`src/rtl/clq_walk_ctrl.sv`:
```
// -----------------------------------------------------------------------------
// clq_walk_ctrl
//
// Walks the linked clause list of one literal in the clause queue. The head
// pointer is looked up once, then each node is read, registered and offered to
// the BCP engine, and its next-pointer is followed until the end-of-list marker
// or until DEPTH nodes have been fetched (a guard against cyclic or corrupt
// lists).
//
// Ports
//   clk, rst_n            clock; synchronous active-HIGH reset (legacy name)
//   req_lit_i/_valid_i    literal request from the UC arbiter
//   req_ready_o           request accepted when idle and not flushing
//   clq_lit_o/_valid_o    head-pointer lookup to the clause queue
//   clq_init_ptr_i/_valid head pointer (combinational), valid=0 -> empty list
//   clq_idx_o             node index read from the clause queue
//   clq_node_i/next_i/    node payload and link fields at clq_idx_o
//     next_valid_i        (combinational)
//   bcp_node_o/_valid_o/  registered node stream to the BCP engine
//     _last_o, ready_i
//   flush_i               abort the current walk, highest priority
//   busy_o                controller not idle
//   done_o / err_o        one-cycle pulses: normal end / length guard tripped
//   walk_cnt_o            nodes fetched in the current or most recent walk
// -----------------------------------------------------------------------------
module clq_walk_ctrl #(
  parameter int DEPTH  = 16,
  parameter int LIT_W  = 8,
  parameter int NODE_W = 32,
  localparam int PTR_W = $clog2(DEPTH)
) (
  input  logic              clk,
  input  logic              rst_n,
  input  logic [LIT_W-1:0]  req_lit_i,
  input  logic              req_valid_i,
  output logic              req_ready_o,
  output logic [LIT_W-1:0]  clq_lit_o,
  output logic              clq_lit_valid_o,
  input  logic [PTR_W-1:0]  clq_init_ptr_i,
  input  logic              clq_init_ptr_valid_i,
  output logic [PTR_W-1:0]  clq_idx_o,
  input  logic [NODE_W-1:0] clq_node_i,
  input  logic [PTR_W-1:0]  clq_next_i,
  input  logic              clq_next_valid_i,
  output logic [NODE_W-1:0] bcp_node_o,
  output logic              bcp_valid_o,
  output logic              bcp_last_o,
  input  logic              bcp_ready_i,
  input  logic              flush_i,
  output logic              busy_o,
  output logic              done_o,
  output logic              err_o,
  output logic [PTR_W:0]    walk_cnt_o
);

  localparam logic [1:0] S_IDLE   = 2'd0;
  localparam logic [1:0] S_LOOKUP = 2'd1;
  localparam logic [1:0] S_FETCH  = 2'd2;
  localparam logic [1:0] S_ISSUE  = 2'd3;

  localparam logic [PTR_W:0] CNT_MAX = (PTR_W + 1)'(DEPTH);
  localparam logic [PTR_W:0] CNT_ONE = (PTR_W + 1)'(1);

  logic [1:0]        r_state;
  logic [LIT_W-1:0]  r_lit;
  logic [PTR_W-1:0]  r_ptr;
  logic [NODE_W-1:0] r_node;
  logic [PTR_W-1:0]  r_next;
  logic              r_next_valid;
  logic [PTR_W:0]    r_cnt;
  logic              r_done;
  logic              r_err;

  // NOTE: every sequential register below uses non-blocking assignment so that
  // all state updates within a cycle see the pre-edge values of each other.
  always_ff @(posedge clk) begin
    if (rst_n) begin
      r_state      <= S_IDLE;
      r_lit        <= '0;
      r_ptr        <= '0;
      r_node       <= '0;
      r_next       <= '0;
      r_next_valid <= 1'b0;
      r_cnt        <= '0;
      r_done       <= 1'b0;
      r_err        <= 1'b0;
    end else begin
      // Pulses default low; they fire only on the transition into IDLE.
      r_done <= 1'b0;
      r_err  <= 1'b0;

      if (flush_i) begin
        // Abort silently. A node handed over in this cycle is already counted,
        // since the count advances in FETCH, not on acceptance.
        r_state <= S_IDLE;
      end else begin
        case (r_state)
          S_IDLE: begin
            if (req_valid_i) begin
              r_lit   <= req_lit_i;
              r_cnt   <= '0;
              r_state <= S_LOOKUP;
            end
          end

          S_LOOKUP: begin
            if (clq_init_ptr_valid_i) begin
              r_ptr   <= clq_init_ptr_i;
              r_state <= S_FETCH;
            end else begin
              // Empty list: nothing to stream, the walk is trivially complete.
              r_state <= S_IDLE;
              r_done  <= 1'b1;
            end
          end

          S_FETCH: begin
            r_node       <= clq_node_i;
            r_next       <= clq_next_i;
            r_next_valid <= clq_next_valid_i;
            r_cnt        <= r_cnt + CNT_ONE;
            r_state      <= S_ISSUE;
          end

          S_ISSUE: begin
            if (bcp_ready_i) begin
              if (!r_next_valid) begin
                r_state <= S_IDLE;
                r_done  <= 1'b1;
              end else if (r_cnt == CNT_MAX) begin
                // More nodes than the queue can hold means the list loops.
                r_state <= S_IDLE;
                r_err   <= 1'b1;
              end else begin
                r_ptr   <= r_next;
                r_state <= S_FETCH;
              end
            end
          end

          default: r_state <= S_IDLE;
        endcase
      end
    end
  end

  // Outputs are decoded directly from registered state; only req_ready_o looks
  // at an input (flush_i) so that a flush also blocks a new request.
  assign req_ready_o     = (r_state == S_IDLE) && !flush_i;
  assign busy_o          = (r_state != S_IDLE);
  assign clq_lit_o       = r_lit;
  assign clq_lit_valid_o = (r_state == S_LOOKUP);
  assign clq_idx_o       = r_ptr;
  assign bcp_node_o      = r_node;
  assign bcp_valid_o     = (r_state == S_ISSUE);
  assign bcp_last_o      = (r_state == S_ISSUE) && !r_next_valid;
  assign done_o          = r_done;
  assign err_o           = r_err;
  assign walk_cnt_o      = r_cnt;

endmodule

```
`config.mk`:
```
export PLATFORM = sky130hd
export DESIGN_NAME = clq_walk_ctrl
export DESIGN_NICKNAME = d
export VERILOG_FILES = /design/src/rtl/clq_walk_ctrl.sv
export SDC_FILE = /design/constraint.sdc
export NUM_CORES = 1
export LEC_CHECK = 0
export BUFFER_PORTS_ARGS = -buffer_cell sky130_fd_sc_hd__buf_2
export CAP_MARGIN = 30
export CORE_ASPECT_RATIO = 0.6
export CORE_MARGIN = 2
export CORE_UTILIZATION = 45
export CTS_CLUSTER_SIZE = 14
export DETAILED_ROUTE_END_ITERATION = 7
export GPL_TIMING_DRIVEN = 0
export PLACE_DENSITY = 0.82
export SLEW_MARGIN = 30
export SYNTH_ARGS = -nofsm -noshare
export SYNTH_HDL_FRONTEND = slang
export SYNTH_SLANG_ARGS = --single-unit
```
`constraint.sdc`:
```
create_clock -name clk -period 1.5 [get_ports clk]
set_input_delay 0.3 -clock clk [delete_from_list [all_inputs] [get_ports clk]]
set_output_delay 0.3 -clock clk [all_outputs]
set_load 0.02 [all_outputs]
```
======== Yosys cells after proc, flatten, opt, wreduce, memory -nomap -nowiden ========
Cells that the tools add are included.
word-level totals
  bits in registers ....................... 58
  input bits .............................. 55
  word-level logic and storage cells ...... 56
cells by class
  add/subtract/negate cells ............... 1
  equal/unequal tests ..................... 9
  mux-type cells .......................... 18
  bitwise operators ....................... 4
  reductions and logical operators ........ 15
operator list
  cell                                                              number
  4-bit two-way mux                                                 4
  2-bit two-way mux                                                 5
  5-bit case mux with 2 select lines                                1
  2-bit case mux with 4 select lines                                1
  4-bit case mux with 2 select lines                                1
  2-bit by 1-bit != test with 1-bit output (second input constant)  3
  3-bit AND reduction                                               2
  6-bit AND reduction                                               1
  2-bit nonzero test                                                3
  5-bit by 1-bit adder with 5-bit output (second input constant)    1
  5-bit == test (second input constant)                             1
  5-bit two-way mux                                                 1
  5-bit OR reduction                                                1
  2-bit == test (second input constant)                             2
  1-bit two-way mux                                                 4
  2-bit != test (second input constant)                             2
  1-bit NOT                                                         4
  2-bit AND reduction                                               2
  2-bit by 1-bit == test with 1-bit output (second input constant)  1
  1-bit logical AND                                                 2
  1-bit logical NOT                                                 2
  2-bit logical NOT                                                 1
  1-bit case mux with 2 select lines                                1
  2-bit OR reduction                                                1

======== Logic depth before layout (Yosys ltp) ========
  depth after elaboration ................. 5
  mapped depth ............................ 6
  gate-level depth less buffers ........... 6

======== Worst setup path after synthesis ========
No wires, ideal clock.
  path type ............................... register -> register
  start point ............................. register r_cnt[0] (netlist: walk_cnt_o[0])
  end point ............................... register r_ptr[0] (netlist: clq_idx_o[0])
  library setup time ...................... 0.091 ns
  arrival ................................. 1.430 ns
  required time ........................... 1.409 ns
  path slack .............................. -0.021 ns
  stages on the path, launching flop included .. 7
  path buffers ............................ 0
  clock period less this slack ............ 1.521 ns
  cells stage by stage .................... dfxtp_1 > inv_1 > ha_1 > nand4bb_4 > a41o_2 > a21oi_1 > a311oi_1
between the ends
  longest elaborated chain between the ends .. 3
RTL lines
  item                                  line  source
  start, declared                       70    logic [PTR_W:0] r_cnt;
  start signal, assigned                121   r_cnt <= r_cnt + CNT_ONE;
  5-bit == test                         130   end else if (r_cnt == CNT_MAX) begin
  2-bit != test (no source line)        --
  6-bit AND reduction (no source line)  --
  end signal, assigned                  108   r_ptr <= clq_init_ptr_i;
  end signal, assigned                  135   r_ptr <= r_next;
  end, declared                         66    logic [PTR_W-1:0] r_ptr;
Every way passes these cells.
A chain may end at the register's enable or synchronous reset.

======== Worst setup path in the final report ========
  start point ............................. register r_state[0]
  end point ............................... output port busy_o
between the ends
  longest elaborated chain between the ends .. 1
RTL lines
  item                    line  source
  start, declared         64    logic [1:0] r_state;
  start signal, assigned  78    r_state <= S_IDLE;
  start signal, assigned  95    r_state <= S_IDLE;
  start signal, assigned  102   r_state <= S_LOOKUP;
  2-bit nonzero test      150   assign busy_o = (r_state != S_IDLE);
  end, declared           50    output logic busy_o,
Every way passes these cells.

==> impl_metrics.tcl <==
set metrics [dict create \
    syn_avg_cell_area_um2 8.36 \
    htreeDepth 3 \
    ctsHoldBuffers 0 \
    synth-seq-area-share_pct 50.9 \
    synth_edf_count 0 \
    wl_mm 6.08 \
    num-nets-final 460 \
    synth_ff_type "dfxtp_1" \
    crit_fanout 8 \
    design_area_mm2 0.00326 \
    drc 0 \
    core_mm2 0.00498 \
    path_delay_family "flip-flops" \
    die_x_um 95.9 \
    whs_path_depth 3 \
    drive_gt1_share_pct 39.3 \
    setup_tns_ns 0 \
    ys_types 33 \
    dr.pass1.iters 4 \
    fin_crit_ns 1.49 \
    clk_latency_ns 0.34 \
    grt-ovfl-total 0 \
    grt_pass1_wl_mm 9.17 \
    reg2reg_depth 5 \
    cts_buffer_depth 2 \
    n_fill_cell 428 \
    required_ns 1.20 \
    finalSetupViolCount 0 \
    crit_top_cell "buf_6" \
    seq_area_mm2 0.00117 \
    powerDensity_mw_per_mm2 1030 \
    syn_area_mm2 0.00228 \
    max_freq_mhz 672 \
    cp_data_arrival_time_ns 1.19 \
    relSlewSlack_pct 65.6 \
    drv_slew 0 \
    die_h_um 59.2 \
    hpwl_mm 4.37 \
    antenna_found_initial 0 \
    multi_input_area_mm2 0.00102 \
    grt_max_degree 11 \
    cts_tree "yes" \
    crit_type "flop to output pin" \
    start_util_pct 45.8 \
    die_area_mm2 0.00568 \
    rows 20 \
    status "finished, final reports clean" \
    syn2layout_area_growth_pct 42.7 \
    final.period_utilization_pct 99.2 \
    ys_warn_count 0 \
    drtIter0Drc 63 \
    grt_pass1_vias 1985 \
    postPlaceCellArea_mm2 0.00292 \
    worst_slew_pin_slew_ns 0.516 \
    gp_congestion 0.816 \
    clk_root_buffer_cell "clkbuf_8" \
    syn-num-nets 330 \
    path_cells "buf_6, or2_4, buf_6" \
    ir_drop_mv 0.586 \
    crit_slowest_cell "dfxtp_4" \
    finalHoldViolations 0 \
    ios 111 \
    crit_buf_inv 2 \
    via_count 2291 \
    clk_pin_slew_worst_paths_ns 0.06 \
    wl_per_cell_um 12.9 \
    io_buffers 110 \
    cts_made_buffers 9 \
    drtAntennaViolNets 0 \
    skew_ns 0.00472 \
    critPathCaptureType "output pin" \
    async_flop_share_pct 0 \
    finish.utilization_pct 65.4 \
    vias_per_cell 4.84 \
    fin_hold_ws_ns 0.190 \
    rsz0062_at_grt "true" \
    synth_cells 273 \
    start_kind "flop" \
    p_leak_nw 1.46 \
    path_depth 3 \
    gr-usage-all-layers_pct 22.0 \
    min_path_type "input pin to flop" \
    antennaDiodeCount 0 \
    cp_slowest_stage_delay_ns 0.36 \
    synth-seq-cells 58 \
    cts_sinks 58 \
    maxCapViolations 0 \
]
## stage by stage
stage	total power, mW	setup WS [ns]	cells
floorplan	1.72	0.0168	273
global placement	1.84	0.0362	449
detailed placement	1.84	-0.00928	449
CTS	3.37	-0.0593	470
global route	3.48	-0.0259	473
finish	3.35	0.0119	473
## Yosys cell counts, types with 2 or more instances
library cell | n | area share (%)
xnor2_1 | 2 | 0.77
nand3_1 | 3 | 0.66
nor4_1 | 2 | 0.55
a21oi_1 | 52 | 11
nor3_1 | 4 | 0.88
nand2_1 | 94 | 15
nand3b_1 | 2 | 0.66
buf_6 | 4 | 2.0
buf_2 | 4 | 0.88
clkbuf_1 | 6 | 0.99
a311oi_1 | 4 | 1.5
mux2i_1 | 5 | 2.2
ha_1 | 2 | 1.1
nor2b_1 | 3 | 0.82
o21ai_0 | 2 | 0.44
inv_1 | 3 | 0.49
dfxtp_1 | 58 | 51
buf_4 | 4 | 1.3
nor2_1 | 5 | 0.82
## sequential cells by signal, summed over array words and instances (netlist names)
register	count
r_next_valid	1
done_o	1
err_o	1
r_next	4
bcp_node_o	32
walk_cnt_o	5
r_state	2
clq_lit_o	8
clq_idx_o	4
## logic make-up after synthesis
| logic type | after synthesis | synth area share (%) |
|---|---|---|
| compound gates | 60 | 14.2 |
| flops | 58 | 50.9 |
| fa+ha+maj | 2 | 1.10 |
| xor+xnor | 3 | 1.15 |
| buf+inv | 21 | 5.65 |
| simple gates | 124 | 24.8 |
| mux | 5 | 2.19 |
## worst paths after layout
path | end | slack (ns) | startpoint
max reg2reg | clq_idx_o[1] | 0.06 | walk_cnt_o[0]
min | bcp_node_o[6] | 0.19 | clq_node_i[6]
max | busy_o | 0.01 | r_state[0]
min reg2reg | clq_lit_o[4] | 0.45 | clq_lit_o[4]
## final cells by class
class | instances | share of cell area [%]
Sequential cell | 58 | 36.0
Multi-Input combinational cell | 194 | 31.3
Timing Repair Buffer | 120 | 20.0
Clock buffer | 10 | 3.92
Buffer | 17 | 3.46
Tap cell | 66 | 2.54
Clock inverter | 5 | 2.46
Inverter | 3 | 0.346
## power by group
group | leakage (nW) | internal [mW] | total, mW | switching [mW]
combinational | 0.889 | 0.117 | 0.257 | 0.140
sequential | 0.471 | 1.56 | 1.57 | 0.0109
clock | 0.0984 | 0.922 | 1.52 | 0.600
## per-layer routing
metal	routed length [µm]	GRT usage, %	share of wire, %	vias to the layer above
li1	-	-	-	1166
met1	2680	25.6	44	1029
met2	2730	35.6	45	90
met3	627	12.6	10	6
met4	46	4.90	0.76	0
met5	0	0	0	-
## placed cells by master, fill, tap and decap left out, drive strengths merged, types with 2 or more instances in the layout
cell	instances
clkinvlp	2
nor3	6
nand2	95
clkbuf	16
mux2i	5
o21ai	2
nand3b	2
nor4	2
and2	2
buf	131
nand3	3
a21oi	52
bufinv	2
nor2b	3
xnor2	2
inv	3
dfxtp	58
a311oi	4
nor2	6
ha	2
## what timing repair did
action,in CTS,in global routing
endpoints found under the setup margin,8,9
pin swaps,2,7
gates resized for setup,15,6
buffers inserted,6,4
## worst register-to-register path: stages, from the launching register on
cell,delay (ns)
dfxtp_4,0.36
inv_1,0.07
ha_1,0.22
nand4bb_4,0.15
a41o_4,0.27
a311oi_1,0.27
Note: power is estimated with default switching activity, not from simulation.
